## src/rtl/por_reset_pkg.sv

```systemverilog
// Shared types and default timing for the power-on reset sequencer.
// Stage durations are in clk_osc_100k cycles, counted from each stage's rise cycle.
package por_reset_pkg;

   localparam int CNT_W_DEF  = 5;
   localparam int T_PRE_DEF  = 4;
   localparam int T_OTP_DEF  = 3;
   localparam int T_RSTZ_DEF = 6;
   localparam int T_RDY_DEF  = 13;

   typedef enum logic [2:0] {
      S_PRE  = 3'd0,
      S_OTP  = 3'd1,
      S_RSTZ = 3'd2,
      S_RDY  = 3'd3,
      S_DONE = 3'd4
   } seq_state_e;

   typedef struct packed {
      logic rst_otp;
      logic rstz_i2c_reg;
      logic rstz_otp_100k;
      logic otp_rdy;
      logic reset_timer_done;
   } seq_out_t;

   // Stages are cumulative: each state keeps every release of the states before it.
   function automatic seq_out_t state_outputs(input seq_state_e s);
      seq_out_t o;
      o = '0;
      case (s)
         S_OTP: begin
            o.rst_otp = 1'b1;
         end
         S_RSTZ: begin
            o.rst_otp       = 1'b1;
            o.rstz_i2c_reg  = 1'b1;
            o.rstz_otp_100k = 1'b1;
         end
         S_RDY: begin
            o.rst_otp       = 1'b1;
            o.rstz_i2c_reg  = 1'b1;
            o.rstz_otp_100k = 1'b1;
            o.otp_rdy       = 1'b1;
         end
         S_DONE: begin
            o = '1;
         end
         default: o = '0;
      endcase
      return o;
   endfunction

endpackage

```

## src/rtl/por_reset_sequencer_timer.sv

```systemverilog
// Stage timer for the reset sequencer: up-counter with clear, hold and
// terminal-count compare. Saturates at the terminal count, never wraps.
module rst_seq_timer
   import por_reset_pkg::*;
#(
   parameter int CNT_W = CNT_W_DEF
) (
   input  logic             clk_osc_100k,
   input  logic             porz,
   input  logic             clr,
   input  logic             hold,
   input  logic [CNT_W-1:0] tc_val,
   output logic             tc
);

   logic [CNT_W-1:0] cnt;

   always_ff @(posedge clk_osc_100k or negedge porz) begin
      if (!porz) begin
         cnt <= '0;
      end else if (clr) begin
         cnt <= '0;
      end else if (!hold && !tc) begin
         cnt <= cnt + CNT_W'(1);
      end
   end

   assign tc = (cnt == tc_val);

endmodule

```

## src/rtl/por_reset_sequencer.sv

```systemverilog
// Power-on reset sequencer: after porz releases, steps through the staged
// OTP / I2C reset releases and ready flags with fixed cycle spacing.
//
// state  | meaning
// S_PRE  | all outputs low, waiting T_PRE cycles after release
// S_OTP  | rst_otp high for T_OTP cycles
// S_RSTZ | rstz_i2c_reg / rstz_otp_100k released for T_RSTZ cycles
// S_RDY  | otp_rdy high for T_RDY cycles
// S_DONE | reset_timer_done high, sticky until porz or soft_reset
module por_reset_sequencer
   import por_reset_pkg::*;
#(
   parameter int CNT_W  = CNT_W_DEF,
   parameter int T_PRE  = T_PRE_DEF,
   parameter int T_OTP  = T_OTP_DEF,
   parameter int T_RSTZ = T_RSTZ_DEF,
   parameter int T_RDY  = T_RDY_DEF
) (
   input  logic       clk_osc_100k,
   input  logic       porz,
   input  logic       soft_reset,
   input  logic       seq_hold,
   output logic       rst_otp,
   output logic       rstz_i2c_reg,
   output logic       rstz_otp_100k,
   output logic       otp_rdy,
   output logic       reset_timer_done,
   output logic [2:0] seq_state
);

   if (T_PRE < 1 || T_PRE >= 2**CNT_W) begin : g_bad_t_pre
      $fatal(1, "por_reset_sequencer: T_PRE out of range for CNT_W");
   end
   if (T_OTP < 1 || T_OTP >= 2**CNT_W) begin : g_bad_t_otp
      $fatal(1, "por_reset_sequencer: T_OTP out of range for CNT_W");
   end
   if (T_RSTZ < 1 || T_RSTZ >= 2**CNT_W) begin : g_bad_t_rstz
      $fatal(1, "por_reset_sequencer: T_RSTZ out of range for CNT_W");
   end
   if (T_RDY < 1 || T_RDY >= 2**CNT_W) begin : g_bad_t_rdy
      $fatal(1, "por_reset_sequencer: T_RDY out of range for CNT_W");
   end

   localparam logic [CNT_W-1:0] TC_PRE  = CNT_W'(T_PRE - 1);
   localparam logic [CNT_W-1:0] TC_OTP  = CNT_W'(T_OTP - 1);
   localparam logic [CNT_W-1:0] TC_RSTZ = CNT_W'(T_RSTZ - 1);
   localparam logic [CNT_W-1:0] TC_RDY  = CNT_W'(T_RDY - 1);

   seq_state_e       state_q;
   seq_state_e       state_d;
   seq_out_t         out_q;
   logic [CNT_W-1:0] tc_val;
   logic             tc;
   logic             legal;
   logic             tmr_clr;

   always_ff @(posedge clk_osc_100k or negedge porz) begin
      if (!porz) begin
         state_q <= S_PRE;
      end else begin
         state_q <= state_d;
      end
   end

   always_comb begin
      state_d = state_q;
      tc_val  = TC_PRE;
      legal   = 1'b1;
      case (state_q)
         S_PRE: begin
            tc_val = TC_PRE;
            if (tc) state_d = S_OTP;
         end
         S_OTP: begin
            tc_val = TC_OTP;
            if (tc) state_d = S_RSTZ;
         end
         S_RSTZ: begin
            tc_val = TC_RSTZ;
            if (tc) state_d = S_RDY;
         end
         S_RDY: begin
            tc_val = TC_RDY;
            if (tc) state_d = S_DONE;
         end
         S_DONE: begin
            state_d = S_DONE;
         end
         default: begin
            legal   = 1'b0;
            state_d = S_PRE;
         end
      endcase

      // Hold freezes a legal state only; an illegal encoding always recovers.
      if (soft_reset) begin
         state_d = S_PRE;
      end else if (seq_hold && legal) begin
         state_d = state_q;
      end
   end

   assign tmr_clr = soft_reset || (state_d != state_q) || (state_q == S_DONE);

   rst_seq_timer #(
      .CNT_W (CNT_W)
   ) u_timer (
      .clk_osc_100k (clk_osc_100k),
      .porz         (porz),
      .clr          (tmr_clr),
      .hold         (seq_hold),
      .tc_val       (tc_val),
      .tc           (tc)
   );

   // Outputs are flopped from the next state so they track state_q exactly.
   always_ff @(posedge clk_osc_100k or negedge porz) begin
      if (!porz) begin
         out_q <= '0;
      end else begin
         out_q <= state_outputs(state_d);
      end
   end

   assign rst_otp          = out_q.rst_otp;
   assign rstz_i2c_reg     = out_q.rstz_i2c_reg;
   assign rstz_otp_100k    = out_q.rstz_otp_100k;
   assign otp_rdy          = out_q.otp_rdy;
   assign reset_timer_done = out_q.reset_timer_done;
   assign seq_state        = state_q;

endmodule

```

## config.mk

```make
export PLATFORM = sky130hd
export DESIGN_NAME = por_reset_sequencer
export DESIGN_NICKNAME = d
export VERILOG_FILES = /design/src/rtl/por_reset_pkg.sv /design/src/rtl/por_reset_sequencer_timer.sv /design/src/rtl/por_reset_sequencer.sv
export SDC_FILE = /design/constraint.sdc
export NUM_CORES = 1
export LEC_CHECK = 0
export ABC_AREA = 1
export CAP_MARGIN = 20
export CORE_MARGIN = 10
export CORE_UTILIZATION = 35
export DETAILED_ROUTE_END_ITERATION = 12
export PLACE_DENSITY = 0.65
export SYNTH_ARGS = -nofsm -noshare
export SYNTH_HDL_FRONTEND = slang
export SYNTH_SLANG_ARGS = --single-unit
```

## constraint.sdc

```tcl
create_clock -name clk_osc_100k -period 1.2 [get_ports clk_osc_100k]
set_input_delay 0.12 -clock clk_osc_100k [delete_from_list [all_inputs] [get_ports clk_osc_100k]]
set_output_delay 0.12 -clock clk_osc_100k [all_outputs]
set_load 0.02 [all_outputs]
```

After elaboration in Yosys (flattened, before gate mapping)
Index checks and enable logic that the tools add are counted.
Widths: inputs -> output; s select.
{"block": "totals", "register_bits": 13, "in_bits": 4, "output_inout_bits": 8, "elab_cells": 45}
{"block": "classes", "add_sub_neg": 1, "n_eq_ne": 10, "mux": 15, "n_reduce_logical": 12}
{"op": "$mux 3", "count": 6}
{"op": "$pmux 3 s5", "count": 1}
{"op": "$eq 3x2->1 const B", "count": 4}
{"op": "$pmux 4 s3", "count": 1}
{"op": "$mux 5", "count": 2}
{"op": "$eq 3x1->1 const B", "count": 2}
{"op": "$eq 3x3->1 const B", "count": 2}
{"op": "$add 5x1->5 const B", "count": 1}
{"op": "$eq 5x4->1", "count": 1}
{"op": "$reduce_or 5->1", "count": 1}
{"op": "$mux 1", "count": 4}
{"op": "$reduce_or 4->1", "count": 1}
{"op": "$logic_not 3->1", "count": 1}
{"op": "$ne 3x3->1", "count": 1}
{"op": "$reduce_or 3->1", "count": 1}
{"op": "$logic_and 1x1->1", "count": 2}
{"op": "$logic_not 1->1", "count": 2}
{"op": "$logic_or 1x1->1", "count": 2}
{"op": "$mux 2", "count": 1}
{"op": "$reduce_bool 2->1", "count": 1}
{"op": "$reduce_or 2->1", "count": 1}

Depth between registers and ports, before layout
{"block": "depth", "ltp_word": 11, "mapped_depth": 12, "ltp_nobuf": 12}

Hierarchy
From an unflattened synthesis, not the netlist that was laid out.
{"block": "hier_totals", "cells_unflattened": 107, "area_unflattened_um2": 784.5}
{"module": "rst_seq_timer", "instances": 1, "cells_each": 61, "area_each_um2": 425.4, "seq_area_each_um2": 125.1}
{"module": "por_reset_sequencer", "instances": 1, "cells_each": 46, "area_each_um2": 359.1, "seq_area_each_um2": 175.2}

Worst setup path before layout
No wires, ideal clock.
{"block": "synth_timing", "path_kind": "register to register", "from": "register state_q[2], in the netlist seq_state[2]", "to": "register u_timer.cnt[2]", "setup_time_ps": 113, "arrival_time_ps": 1310, "t_required_ps": 1087, "setup_slack_ps": -223, "stages_incl_launch_ff": 11, "n_path_buf": 0, "period_less_slack_ps": 1423, "path_cell_list": "dfrtp_1 > inv_2 > nand2_1 > nand2_2 > nand3_4 > nor2_8 > nand4_2 > nand2_2 > inv_1 > nand2_1 > inv_1"}
{"block": "synth_via", "elab_chain_cells": 11, "elab_cells_between_ends": 24, "classes_between": "eq/ne (6); mux (10); reduce/logical (8)"}
{"item": "from (decl)", "line_no": "por_reset_sequencer.sv:49", "rtl": "seq_state_e state_q;"}
{"item": "from (signal assigned)", "line_no": "por_reset_sequencer.sv:61", "rtl": "state_q <= state_d;"}
{"item": "$eq 3x2->1 or $eq 3x1->1 (tied branches)", "line_no": "por_reset_sequencer.sv:69", "rtl": "case (state_q)"}
{"item": "$pmux 4 s3", "line_no": "por_reset_sequencer.sv:69"}
{"item": "$eq 5x4->1", "line_no": "por_reset_sequencer_timer.sv:28", "rtl": "assign tc = (cnt == tc_val);"}
{"item": "$mux 3, on equally long branches"}
{"item": "$pmux 3 s5", "line_no": "por_reset_sequencer.sv:69"}
{"item": "$mux 3", "line_no": "por_reset_sequencer.sv:98", "rtl": "end else if (seq_hold && legal) begin"}
{"item": "$mux 3", "line_no": "por_reset_sequencer.sv:96", "rtl": "if (soft_reset) begin"}
{"item": "$ne 3x3->1", "line_no": "por_reset_sequencer.sv:103", "rtl": "assign tmr_clr = soft_reset || (state_d != state_q) || (state_q == S_DONE);"}
{"item": "$logic_or 1x1->1 (2 in series)", "line_no": "por_reset_sequencer.sv:103"}
{"item": "$mux 5 or $reduce_bool 2->1 (tied branches)"}
{"item": "to (signal assigned)", "line_no": "por_reset_sequencer_timer.sv:24", "rtl": "cnt <= cnt + CNT_W'(1);"}
{"item": "to (decl)", "line_no": "por_reset_sequencer_timer.sv:16", "rtl": "logic [CNT_W-1:0] cnt;"}
Parallel ways exist; a longest one is shown, timed or not.
A chain may end at the register's enable or synchronous reset.

Worst setup path after layout
{"block": "layout_timing", "from": "register state_q[0], in the netlist seq_state[0]", "to": "register u_timer.cnt[2]"}
Same word-level chain as after synthesis.

==> results.yml <==
synthesis:
  synth_sequential_area_ratio: 0.378
  synth_async_sr_flop_share: 1.00
  post-synth-top-count-cell: "sky130_fd_sc_hd__inv_1"
  synth_top_area_frac: 0.378
  syn_avg_cell_area_um2: 8.11
  total_standard_cell_area_after_synthesis_um2: 795
  synthesized_netlist_cell_count: 98
  ys_seq_elements: 12
  synth.yosys.warnings: 0
  yosys_most_used_dff: "sky130_fd_sc_hd__dfrtp_1"
  synthTopCellsByArea: "sky130_fd_sc_hd__dfrtp_1 38%, sky130_fd_sc_hd__inv_1 7.6%, sky130_fd_sc_hd__nand2_1 7.1%, sky130_fd_sc_hd__nand2_2 6.3%, sky130_fd_sc_hd__nand3_1 5.7%"
  synth.top_cells.by_count: "16 x sky130_fd_sc_hd__inv_1, 15 x sky130_fd_sc_hd__nand2_1, 12 x sky130_fd_sc_hd__dfrtp_1"
  synth.largest_area_cell: "sky130_fd_sc_hd__dfrtp_1"
  syn-num-nets: 103
  yosys.cell_types.count: 21
  synth-edff-count: 0
die:
  fp.dieArea_um2: 4580
  die_h_um: 67.6
  die_width_um: 67.6
  ios: 12
  coreArea_um2: 2190
  starting_density_of_the_core: 0.363
  fp-row-count: 17
final_layout:
  insertedDiodeCount: 0
  design.final.nets: 135
  flow.area_growth_from_synthesis_pct: 42.2
  drive_above_1_share: 0.442
  largest_register_ff_count: 5
  largest-register: "u_timer.cnt"
  stdcell_area_um2: 1130
  instances_no_fill: 157
clock_network:
  ctsRootBufferMaster: "sky130_fd_sc_hd__clkbuf_4"
  cts_tree: "built"
  clk_latency_ns: 0.27
  number_of_h_tree_branching_levels: 1
  cts.clk_slew.worst_paths_ns: 0.08
  holdBufCountCts: 0
  numCtsBuffers: 3
  cts.sinks: 12
  clk_path_buf_depth: 2
setup_path:
  r2r_start: "seq_state[0]"
  cpLargestDelayFamily: "simple AND/OR/NAND/NOR gates"
  cp_num_buf_inv: 2
  worst-path-max-fanout: 6
  critPathRequiredTime_ns: 1.36
  crit_path_max_incr_delay_ns: 0.47
  startpoint: "seq_state[0]"
  worstSetupEndpointType: "flip-flop"
  cp_cell_instances: "nor2_2 > a21oi_1 > nor2_2 > nand4_2 > nand2_2 > inv_1 > nand2_1 > inv_1"
  critical-path-slowest-cell: "sky130_fd_sc_hd__dfrtp_2"
  criticalPathCategory: "flip-flop to flip-flop"
  critical_path.startpoint_type: "flip-flop"
  critical_path_arrival_ns: 1.59
global_routing:
  grt_antenna_before_repair: 0
  first_global_vias: 722
  globalRouteMet2Util: 0.151
  grt.met1_usage: 0.0870
  grt_pass1_wl_mm: 2.94
  grt_use_total: 0.0832
  grt.busiest_layer: "met2"
  gr-usage-met3: 0.00661
  grt-ovfl-total: 0
  maximum_number_of_pins_on_one_net_before_global_route_repair: 13
power_and_ir_drop:
  leakage_nw: 0.617
  power.ir.vdd_worst_v: 0.000481
  power_density_nw_per_um2: 785
detailed_routing:
  wirelength_per_cell_um: 11.2
  drcViolationCount: 0
  route.detailed.vias_per_inst: 4.61
  detail_route.first_pass.iterations: 4
  drt_iter0_drc: 13
  antenna_left: 0
  wirelength_mm: 1.76
  num_vias: 723
placement:
  placement.cell_area_um2: 1060
  io_buffer_count: 11
  gpl.final_weighted_congestion: 0.819
  place_inst: 152
  detailed_place_hpwl_mm: 1.50
timing:
  slew-limit-headroom: 0.651
  slew_viol_final: 0
  clock_skew_ns: 0.00378
  timing_worst_slew_pin_value_ns: 0.522
  final-setup-viol-count: 12
  grt_setup_unrepaired: "true"
  post-route-min-period_ns: 1.43
  final_critical_path_setup_slack_ns: -0.229
  clock.fmax_ghz: 0.700
  total_neg_setup_slack_ns: -1.72
  finalCritPeriodShare: 1.19
  report.final.hold_viol_count: 0
  hold-worst-slack_ns: 0.195
run_status:
  failing_checks: "setup timing"
  run_status: "finished with violations"
job:
  max_cap_viol_count: 0
worst_hold_path:
  worstHoldPathType: "input pin to asynchronous set/reset pin"
final timing paths:
| kind | cells after the start | slack, ns | endpoint |
|---|---|---|---|
| worst min register to register | 3 | 0.64 | u_timer.cnt[4] |
| worst max-delay path | 8 | -0.23 | u_timer.cnt[2] |
| min in group clk_osc_100k | 3 | 0.64 | u_timer.cnt[4] |
| worst max register to register | 8 | -0.23 | u_timer.cnt[2] |
| max in group asynchronous | 1 | 0.63 | seq_state[1] |
| worst min-delay path | 1 | 0.19 | rstz_i2c_reg |
cells in the final DEF, fill, tap and decap left out:
master                            count
sky130_fd_sc_hd__a21oi_1              2
sky130_fd_sc_hd__buf_2                1
sky130_fd_sc_hd__buf_4               17
sky130_fd_sc_hd__clkbuf_4             3
sky130_fd_sc_hd__clkbuf_8             1
sky130_fd_sc_hd__clkdlybuf4s50_1      3
sky130_fd_sc_hd__dfrtp_1              9
sky130_fd_sc_hd__dfrtp_2              3
sky130_fd_sc_hd__dlygate4sd2_1        7
sky130_fd_sc_hd__ha_1                 1
sky130_fd_sc_hd__inv_1               16
sky130_fd_sc_hd__inv_2                3
sky130_fd_sc_hd__inv_4                1
sky130_fd_sc_hd__nand2_1             13
sky130_fd_sc_hd__nand2_2              8
sky130_fd_sc_hd__nand2_4              5
sky130_fd_sc_hd__nand3_1              8
sky130_fd_sc_hd__nand3_2              3
sky130_fd_sc_hd__nand3_4              2
sky130_fd_sc_hd__nand4_1              6
sky130_fd_sc_hd__nand4_2              1
sky130_fd_sc_hd__nor2_1               4
sky130_fd_sc_hd__nor2_2               5
sky130_fd_sc_hd__nor2_4               2
sky130_fd_sc_hd__nor2_8               1
sky130_fd_sc_hd__nor3_1               1
sky130_fd_sc_hd__o21ai_2              1
sky130_fd_sc_hd__xor2_1               2
layout make-up:
class / instances / area, um2
clock buffer: 4 / 36.3
fill: 202 / 1060
inverter: 20 / 77.6
multi-input combinational: 65 / 453
sequential: 12 / 304
tap: 28 / 35.0
timing repair buffer: 28 / 224
worst register-to-register path, cell delays in order (launching register included):
cell and delay, ns:
sky130_fd_sc_hd__dfrtp_2 0.47, sky130_fd_sc_hd__nor2_2 0.20, sky130_fd_sc_hd__a21oi_1 0.11, sky130_fd_sc_hd__nor2_2 0.15, sky130_fd_sc_hd__nand4_2 0.15, sky130_fd_sc_hd__nand2_2 0.13
sky130_fd_sc_hd__inv_1 0.05, sky130_fd_sc_hd__nand2_1 0.05, sky130_fd_sc_hd__inv_1 0.03
stage by stage:
step	worst slack [ns]	util	power [mW]
CTS	-0.190	0.502	0.898
finish	-0.229	0.516	0.887
global placement	-0.203	0.483	0.576
detailed placement	-0.223	0.483	0.580
floorplan	-0.154	-	0.514
global route	-0.293	0.516	0.942
logic make-up (layout without fill, tap and decap cells):
logic type / after synthesis / count (layout) / synth area share
AOI/OAI and AO/OA: 3 / 3 / 0.0189
xor gates and xnor gates: 2 / 2 / 0.0221
adders and majority gates: 1 / 1 / 0.0157
buffers and inverters: 21 / 52 / 0.104
DFF: 12 / 12 / 0.378
and+or+nand+nor: 59 / 59 / 0.461
timing repair:
item,CTS,global route
hold endpoints to repair,0,0
resized for setup,14,7
setup endpoints to repair,20,14
pin swaps,5,1
setup buffers,1,0
power breakdown:
part | internal (mW) | total, mW | switching, mW
sequential | 0.413 | 0.423 | 0.0104
clock | 0.184 | 0.313 | 0.129
combinational | 0.0654 | 0.151 | 0.0851
routing by layer:
metal  part of all wire  up-vias
met5                  0        -
met4              0.015        0
met3              0.018        2
met2               0.54        4
met1               0.43      345
li1                   -      372
No activity file was read; power rests on OpenSTA's default activity.
